<file path="config.mk">
export PLATFORM = sky130hd
export DESIGN_NAME = uart_tx_fifo_flat
export DESIGN_NICKNAME = d
export VERILOG_FILES = /design/src/rtl/uart_tx_fifo_if.sv /design/src/rtl/uart_tx_fifo.sv /design/src/flat_wrapper.sv
export SDC_FILE = /design/constraint.sdc
export NUM_CORES = 1
export LEC_CHECK = 0
export CORE_ASPECT_RATIO = 1.4
export CORE_MARGIN = 2
export CORE_UTILIZATION = 58
export DETAILED_ROUTE_END_ITERATION = 8
export PLACE_DENSITY = 0.78
export SLEW_MARGIN = 20
export SYNTH_ARGS = -nofsm -noshare
export SYNTH_HDL_FRONTEND = slang
export SYNTH_SLANG_ARGS = --single-unit
</file>
<file path="constraint.sdc">
create_clock -name clk -period 3.55 [get_ports clk]
set_input_delay 0.71 -clock clk [delete_from_list [all_inputs] [get_ports clk]]
set_output_delay 0.71 -clock clk [all_outputs]
set_load 0.02 [all_outputs]
</file>
<file path="src/rtl/uart_tx_fifo_if.sv">
// rtl/uart_tx_fifo_if.sv - CPU-side push bus and transmitter-side strobe bundle for uart_tx_fifo
//
// Purpose: groups the push port, status flags and the write-strobe link to the
//          downstream UART transmitter.
// Ports (signals):
//   wr_en, wr_data, ovf_clr        push request, byte, overflow clear
//   full, empty, level, overflow   registered FIFO status
//   tx_busy                        drain engine not idle
//   uart_we, uart_di, uart_wait    transmitter write strobe, data, busy reply
// Modports: slave = the FIFO, master = CPU bus plus transmitter.
interface uart_tx_fifo_if #(
    parameter int DEPTH = 16
);
    localparam int LW = $clog2(DEPTH) + 1;

    logic          wr_en;
    logic [7:0]    wr_data;
    logic          ovf_clr;
    logic          full;
    logic          empty;
    logic [LW-1:0] level;
    logic          overflow;
    logic          tx_busy;
    logic          uart_we;
    logic [31:0]   uart_di;
    logic          uart_wait;

    modport slave (
        input  wr_en, wr_data, ovf_clr, uart_wait,
        output full, empty, level, overflow, tx_busy, uart_we, uart_di
    );

    modport master (
        output wr_en, wr_data, ovf_clr, uart_wait,
        input  full, empty, level, overflow, tx_busy, uart_we, uart_di
    );
endinterface

</file>
<file path="src/rtl/uart_tx_fifo.sv">
// rtl/uart_tx_fifo.sv - byte FIFO that paces bytes into a UART transmitter
//
// Purpose: buffers CPU bytes and hands them one at a time to a UART transmitter,
//          holding each byte on uart_di for a fixed gap after acceptance.
// Ports:
//   clk     sole clock, rising edge
//   resetn  asynchronous active-low reset
//   bus     uart_tx_fifo_if.slave (push bus, status, transmitter strobe)
// Parameters: DEPTH (power of two, 2..256), DELAY_FRAMES (clocks per bit),
//             GAP_CYCLES (hold time after downstream acceptance).
module uart_tx_fifo #(
    parameter int DEPTH        = 16,
    parameter int DELAY_FRAMES = 10,
    parameter int GAP_CYCLES   = 12 * DELAY_FRAMES
) (
    input  logic            clk,
    input  logic            resetn,
    uart_tx_fifo_if.slave   bus
);
    localparam int AW = $clog2(DEPTH);
    localparam int LW = AW + 1;
    localparam int CW = $clog2(GAP_CYCLES + 1);

    typedef enum logic [1:0] {S_IDLE, S_LOAD, S_ISSUE, S_HOLD} state_t;

    logic [7:0]    r_mem [DEPTH];
    logic [AW-1:0] r_wr_ptr;
    logic [AW-1:0] r_rd_ptr;
    logic [LW-1:0] r_level;
    logic          r_full;
    logic          r_empty;
    logic          r_ovf;
    state_t        r_state;
    logic [CW-1:0] r_cnt;
    logic [7:0]    r_hold;
    logic          r_we;

    logic          w_push;
    logic          w_pop;
    logic [LW-1:0] w_level_nxt;

    // A push against a full FIFO is dropped even if a pop frees a slot on the
    // same edge, so acceptance looks only at the registered full flag.
    assign w_push = bus.wr_en && !r_full;
    // LOAD is only entered with a non-empty FIFO, so it always pops.
    assign w_pop  = (r_state == S_LOAD);

    always_comb begin
        w_level_nxt = r_level;
        case ({w_push, w_pop})
            2'b10:   w_level_nxt = r_level + LW'(1);
            2'b01:   w_level_nxt = r_level - LW'(1);
            default: w_level_nxt = r_level;
        endcase
    end

    // Storage array needs no reset: contents are only visible through the pointers.
    always_ff @(posedge clk) begin
        if (w_push) begin
            r_mem[r_wr_ptr] <= bus.wr_data;
        end
    end

    always_ff @(posedge clk or negedge resetn) begin
        if (!resetn) begin
            r_wr_ptr <= '0;
            r_rd_ptr <= '0;
            r_level  <= '0;
            r_full   <= 1'b0;
            r_empty  <= 1'b1;
            r_ovf    <= 1'b0;
            r_state  <= S_IDLE;
            r_cnt    <= '0;
            r_hold   <= 8'h00;
            r_we     <= 1'b0;
        end else begin
            if (w_push) begin
                r_wr_ptr <= r_wr_ptr + AW'(1);
            end
            if (w_pop) begin
                r_rd_ptr <= r_rd_ptr + AW'(1);
            end
            r_level <= w_level_nxt;
            r_full  <= (w_level_nxt == LW'(DEPTH));
            r_empty <= (w_level_nxt == '0);

            // A dropped push on the same edge as a clear keeps the flag set.
            if (bus.wr_en && r_full) begin
                r_ovf <= 1'b1;
            end else if (bus.ovf_clr) begin
                r_ovf <= 1'b0;
            end

            case (r_state)
                S_IDLE: begin
                    r_we <= 1'b0;
                    if (!r_empty) begin
                        r_state <= S_LOAD;
                    end
                end
                S_LOAD: begin
                    r_hold  <= r_mem[r_rd_ptr];
                    r_we    <= 1'b1;
                    r_state <= S_ISSUE;
                end
                S_ISSUE: begin
                    // Transmitter takes the byte on this edge when not busy;
                    // otherwise keep strobing with the same data.
                    if (!bus.uart_wait) begin
                        r_we    <= 1'b0;
                        r_cnt   <= '0;
                        r_state <= S_HOLD;
                    end
                end
                S_HOLD: begin
                    // r_hold stays put here so uart_di is stable across the
                    // transmitter's latch point at the end of its start bit.
                    r_we <= 1'b0;
                    if (r_cnt == CW'(GAP_CYCLES - 1)) begin
                        r_state <= r_empty ? S_IDLE : S_LOAD;
                    end else begin
                        r_cnt <= r_cnt + CW'(1);
                    end
                end
                default: begin
                    r_we    <= 1'b0;
                    r_state <= S_IDLE;
                end
            endcase
        end
    end

    assign bus.full     = r_full;
    assign bus.empty    = r_empty;
    assign bus.level    = r_level;
    assign bus.overflow = r_ovf;
    assign bus.tx_busy  = (r_state != S_IDLE);
    assign bus.uart_we  = r_we;
    assign bus.uart_di  = {24'h0, r_hold};
endmodule

</file>
<file path="src/flat_wrapper.sv">
// flat-port wrapper written by rule: the top's interface ports become plain ports
module uart_tx_fifo_flat 
#(
    parameter int DEPTH        = 16,
    parameter int DELAY_FRAMES = 10,
    parameter int GAP_CYCLES   = 12 * DELAY_FRAMES
)
  (clk, resetn, bus_wr_en, bus_wr_data, bus_ovf_clr, bus_uart_wait, bus_full, bus_empty, bus_level, bus_overflow, bus_tx_busy, bus_uart_we, bus_uart_di);
  uart_tx_fifo_if #(.DEPTH(DEPTH)) bus_i ();
  input  logic clk;
  input  logic resetn;
  input wire logic [$bits(bus_i.wr_en)-1:0] bus_wr_en;
  input wire logic [$bits(bus_i.wr_data)-1:0] bus_wr_data;
  input wire logic [$bits(bus_i.ovf_clr)-1:0] bus_ovf_clr;
  input wire logic [$bits(bus_i.uart_wait)-1:0] bus_uart_wait;
  output wire logic [$bits(bus_i.full)-1:0] bus_full;
  output wire logic [$bits(bus_i.empty)-1:0] bus_empty;
  output wire logic [$bits(bus_i.level)-1:0] bus_level;
  output wire logic [$bits(bus_i.overflow)-1:0] bus_overflow;
  output wire logic [$bits(bus_i.tx_busy)-1:0] bus_tx_busy;
  output wire logic [$bits(bus_i.uart_we)-1:0] bus_uart_we;
  output wire logic [$bits(bus_i.uart_di)-1:0] bus_uart_di;
  assign bus_i.wr_en = bus_wr_en;
  assign bus_i.wr_data = bus_wr_data;
  assign bus_i.ovf_clr = bus_ovf_clr;
  assign bus_i.uart_wait = bus_uart_wait;
  assign bus_full = bus_i.full;
  assign bus_empty = bus_i.empty;
  assign bus_level = bus_i.level;
  assign bus_overflow = bus_i.overflow;
  assign bus_tx_busy = bus_i.tx_busy;
  assign bus_uart_we = bus_i.uart_we;
  assign bus_uart_di = bus_i.uart_di;
  uart_tx_fifo #(.DEPTH(DEPTH), .DELAY_FRAMES(DELAY_FRAMES), .GAP_CYCLES(GAP_CYCLES)) u_core (.clk(clk), .resetn(resetn), .bus(bus_i));
endmodule
</file>
==> impl_metrics.json, run 1 <==
{
  "dpl.hpwl_mm": 8.31,
  "antenna_found_initial": 0,
  "synth.distinct_cells": 51,
  "cpPeakStageDelay_ns": 0.47,
  "vias": 3624,
  "mostFrequentLayoutCells": "128 x edfxtp_1, 32 x mux4_2, 31 x dfrtp_1",
  "tightest_slew_ns": 1.08,
  "clock_latency_ns": 0.42,
  "leakagePower_nw": 2.89,
  "min_period_ns": 2.92,
  "nets": 475,
  "first_pass_iters": 4,
  "fmax_ghz": 0.343,
  "rsz0062_at_grt": "no",
  "fill_cells": 762,
  "clockBufferDepth": 2,
  "outcome": "finished, final reports clean",
  "synth_xor_area_frac": 0.0163,
  "crit_type": "in -> reg",
  "synthAdderAreaFrac": 0.0268,
  "diodes": 0,
  "rows": 47,
  "hp-class": "reg -> reg",
  "cp_cell_sequence": "clkdlybuf4s50_1 > nor2b_1 > inv_1 > ha_1 > xor2_1 > ha_1 > a21oi_1 > mux2i_1 > xnor2_1 > or2_1 > nor3b_1",
  "cp.required_ns": 3.88,
  "clkSinkCount": 162,
  "ys_warn_count": 0,
  "initialDrtViolationCount": 226,
  "die_x_um": 96.8,
  "finClkSkew_ns": 0.00883,
  "layout-drive-gt1-share": 0.174,
  "ys_seq_area_frac": 0.672,
  "post-place-ws_ns": 0.216,
  "synth_top_family_by_area": "multiplexers",
  "critPathTopFamily": "simple AND/OR/NAND/NOR gates",
  "max-vdd-ir-drop_v": 0.000450,
  "wirelength_mm": 13.2,
  "h-tree-depth": 4,
  "finalCritPeriodShare": 0.822,
  "layout_commonest_cell": "edfxtp_1",
  "die_area_um2": 13000,
  "start_util": 0.591,
  "synth-simple-area-share": 0.0709,
  "path_max_fanout": 10,
  "whs_ns": 0.486,
  "synth_compound_area_frac": 0.0388,
  "start_kind": "primary input",
  "hold_buffers": 0,
  "io_buffers": 30,
  "netlist_instances": 413,
  "slew_headroom": 0.277,
  "slew_viol_final": 0,
  "setup_slack_ns": 0.630,
  "power.density_nw_per_um2": 843,
  "gp_congestion": 0.857,
  "synthesis.area_um2": 6990,
  "ys_seq_elements": 162,
  "placed_area_um2": 7340,
  "core_area_um2": 11800,
  "path_buf_inv": 2,
  "ys.flop_type": "edfxtp_1",
  "placed_cells": 575,
  "grt_max_degree": 36,
  "finalSetupViolCount": 0,
  "viasPerCell": 5.97,
  "cts_made_buffers": 17,
  "cts_tree": "done",
  "drc_errors": 0,
  "async_reset_ff_frac": 0.210,
  "drv_cap": 0,
  "grt_pass1_vias": 3821,
  "crit_slowest_cell": "clkdlybuf4s50_1",
  "clk_pin_slew_ns": 0.06,
  "cts_root_buf": "clkbuf_16",
  "grt_first_pass_wirelength_mm": 20.9,
  "stdcell_area_um2": 7950,
  "syn_to_final_growth_pct": 13.7,
  "cts_resized": 0,
  "grt_usage": 0.215,
  "io_pins": 55,
  "synth_mux_area_frac": 0.132,
  "postCtsSetupBuffers": 0,
  "die_h_um": 134,
  "wl_per_cell_um": 21.7,
  "cpMostUsedCell": "ha_1",
  "finalHoldViolations": 0,
  "arrival_ns": 3.25,
  "end_kind": "register",
  "grt_overflow_total": 0,
  "antenna_left": 0,
  "final_cells": 607,
  "synth_area_per_cell_um2": 16.9,
  "tns_ns": 0,
  "synth_edf_count": 128
}
state kept, by name, summed over array words and instances, names as in the netlist:
register,flops
u_core.r_mem,128
u_core.r_hold,8
u_core.r_cnt,7
u_core.bus.level,5
u_core.r_rd_ptr,4
u_core.r_wr_ptr,4
u_core.r_state,2
u_core.bus.empty,1
u_core.bus.full,1
u_core.bus.overflow,1
u_core.bus.uart_we,1
per-layer routing:
metal / up-vias / wire length, um / global-route usage
met4: 0 / 401 / 0.0908
met2: 99 / 7220 / 0.388
li1: 1617 / - / -
met3: 30 / 553 / 0.0526
met5: - / 0 / 0
met1: 1878 / 5010 / 0.245
area by class of cell:
cell class,instances,area [um2],share of cell area
multi-input combinational,224,2080,0.262
clock inverter,14,178,0.0224
inverter,8,30.0,0.00378
timing repair buffer,34,343,0.0431
sequential,162,4700,0.591
clock buffer,18,429,0.0540
tap,147,184,0.0231
report_power, final:
part,switching (mW),internal [mW]
clock,0.757,1.12
combinational,0.989,1.03
sequential,0.417,2.38
total,2.16,4.53
synthesized netlist by cell type (7+ instances only):
cell type / n / area share
and2_1: 16 / 0.014
buf_2: 7 / 0.0050
buf_4: 27 / 0.029
dfrtp_1: 33 / 0.12
edfxtp_1: 128 / 0.55
ha_1: 15 / 0.027
inv_1: 8 / 0.0043
mux2i_1: 17 / 0.024
mux4_2: 32 / 0.10
nand2_1: 17 / 0.0091
nand2b_1: 10 / 0.0089
nor2_1: 8 / 0.0043
o221ai_1: 10 / 0.013
xnor2_1: 10 / 0.013
cells by family after synthesis:
kind of cell	Yosys count
DFF	162
AOI/OAI and AO/OA	36
adders and majority gates	15
buffers and inverters	50
muxes	52
xor gates and xnor gates	13
other	1
and+or+nand+nor	84
per-stage QoR:
step	power [mW]	utilization
CTS	6.74	0.672
floorplan	4.20	-
global route	7.04	0.672
detailed placement	4.83	0.621
global placement	4.74	0.621
finish	6.70	0.672
final timing paths:
| kind | end | start | slack, ns | depth (start not counted) |
|---|---|---|---|---|
| min | u_core.bus.uart_we$_DFFE_PN0P_ | u_core.bus.uart_we$_DFFE_PN0P_ | 0.49 | 2 |
| min in group asynchronous | u_core.bus.level[4]$_DFF_PN0_ | resetn | 0.71 | 1 |
| max | u_core.bus.full$_DFF_PN0_ | bus_wr_en | 0.63 | 11 |
| min reg2reg | u_core.bus.uart_we$_DFFE_PN0P_ | u_core.bus.uart_we$_DFFE_PN0P_ | 0.49 | 2 |
| max reg2reg | u_core.bus.full$_DFF_PN0_ | u_core.r_state[1]$_DFFE_PN0P_ | 0.77 | 11 |
| max in group asynchronous | u_core.r_cnt[4]$_DFFE_PN0P_ | resetn | 2.12 | 2 |
tightest hold or removal path, delay by kind of cell (launching register included):
kind,cells,cell delay [ns]
flip-flops,1,0.35
AND/OR/NAND/NOR,2,0.10
(Power assumes the default switching activity.)
==> inputs of run 2 (changes only) <==
==> constraint.sdc (replaced) <==
create_clock -name clk -period 3 [get_ports clk]
set_input_delay 0.6 -clock clk [delete_from_list [all_inputs] [get_ports clk]]
set_output_delay 0.6 -clock clk [all_outputs]
set_load 0.02 [all_outputs]
==> impl_metrics.json, run 2 (same netlist as run 1, synthesis figures left out) <==
{
  "vias": 3612,
  "slew_viol_final": 0,
  "viasPerCell": 5.91,
  "cp.required_ns": 3.33,
  "layout_commonest_cell": "edfxtp_1",
  "finalCritPeriodShare": 0.889,
  "antenna_left": 0,
  "hold_buffers": 0,
  "grt_usage": 0.205,
  "h-tree-depth": 4,
  "clkSinkCount": 162,
  "io_buffers": 30,
  "antenna_found_initial": 0,
  "clockBufferDepth": 2,
  "cts_tree": "done",
  "end_kind": "register",
  "fin_util": 0.669,
  "dpl.hpwl_mm": 8.51,
  "clk_pin_slew_ns": 0.06,
  "slew_headroom": 0.265,
  "crit_type": "in -> reg",
  "wl_per_cell_um": 20.9,
  "cts_root_buf": "clkbuf_16",
  "die_h_um": 134,
  "stdcell_area_um2": 7910,
  "clock_latency_ns": 0.42,
  "die_x_um": 96.8,
  "drc_errors": 0,
  "gp_congestion": 0.836,
  "start_util": 0.591,
  "path_max_fanout": 4,
  "leakagePower_nw": 2.89,
  "first_pass_iters": 4,
  "initialDrtViolationCount": 205,
  "syn_to_final_growth_pct": 13.2,
  "grt_overflow_total": 0,
  "io_pins": 55,
  "fmax_ghz": 0.375,
  "rsz0062_at_grt": "no",
  "grt_max_degree": 36,
  "postCtsSetupBuffers": 0,
  "cts_made_buffers": 17,
  "min_period_ns": 2.67,
  "finClkSkew_ns": 0.0134,
  "drv_cap": 0,
  "reg_top3": "u_core.r_mem: 128 flops, u_core.r_hold: 8 flops, u_core.r_cnt: 7 flops",
  "largest_reg_flops": 128,
  "grt_first_pass_wirelength_mm": 20.1,
  "hp-class": "reg -> reg",
  "finalSetupViolCount": 0,
  "core_area_um2": 11800,
  "cts_resized": 0,
  "start_kind": "primary input",
  "power.total_mw": 7.68,
  "arrival_ns": 3.00,
  "layout-drive-gt1-share": 0.179,
  "tightest_slew_ns": 1.10,
  "diodes": 0,
  "seqCellArea_um2": 4700,
  "grt_pass1_vias": 3775,
  "wirelength_mm": 12.7,
  "mostFrequentLayoutCells": "128 x edfxtp_1, 32 x mux4_2, 32 x dfrtp_1",
  "regMostFlops": "u_core.r_mem",
  "rows": 47,
  "placed_area_um2": 7370,
  "finalHoldViolations": 0,
  "die_area_um2": 13000,
  "multi_input_area_um2": 2080,
  "outcome": "finished, final reports clean",
  "max-vdd-ir-drop_v": 0.000513,
  "fill_cells": 780,
  "nets": 479,
  "power.density_nw_per_um2": 970
}
run 2: power breakdown:
group          leakage (nW)  total [mW]  switching, mW  internal (mW)
clock network         0.270        1.97          0.878           1.09
registers              1.58        3.21          0.382           2.82
logic                  1.04        2.50           1.27           1.23
total                  2.89        7.68           2.53           5.15
run 2: worst paths after layout:
kind	startpoint	end	slack, ns	cells past startpoint
max in group asynchronous	resetn	u_core.r_rd_ptr[0]$_DFFE_PN0N_	2.07	2
setup reg to reg	u_core.r_state[1]$_DFFE_PN0P_	u_core.bus.full$_DFF_PN0_	0.54	10
hold reg to reg	u_core.bus.uart_we$_DFFE_PN0P_	u_core.bus.uart_we$_DFFE_PN0P_	0.47	2
min in group asynchronous	resetn	u_core.bus.overflow$_DFFE_PN0P_	0.58	2
hold / removal	u_core.bus.uart_we$_DFFE_PN0P_	u_core.bus.uart_we$_DFFE_PN0P_	0.47	2
setup / recovery	bus_wr_en	u_core.bus.full$_DFF_PN0_	0.33	11
run 2: per-layer routing:
layer / wire length, um / global-route usage
met2: 7000 / 0.368
met1: 5000 / 0.237
met4: 254 / 0.0861
met3: 487 / 0.0485
met5: 0 / 0
run 2: critical path, stage by stage:
cell and delay (ns):
clkdlybuf4s50_1 0.47, nor2b_1 0.19, inv_1 0.08, ha_1 0.23, xor2_1 0.17, ha_1 0.25, a21oi_1 0.20, mux2i_1 0.26
xnor2_1 0.10, or2_1 0.25, nor3b_1 0.18
run 2: cell type report:
cell class              count  share of cell area
clock inverters            13              0.0130
well taps                 147              0.0232
inverters                   8             0.00380
flip-flops and latches    162               0.594
clock buffers              19              0.0560
repair buffers             38              0.0471
multi-input cells         224               0.263
run 2: through the flow:
| step | instances | setup TNS, ns | setup slack, ns | hold slack [ns] |
|---|---|---|---|---|
| after CTS | 611 | 0 | 0.326 | 0.477 |
| after global routing | 611 | 0 | 0.187 | 0.524 |
| final | 611 | 0 | 0.332 | 0.475 |
| after floorplan | 436 | 0 | 0.277 | 0.304 |
| after detailed placement | 579 | -0.152 | -0.110 | 0.465 |
| after global placement | 579 | 0 | 0.0929 | 0.452 |
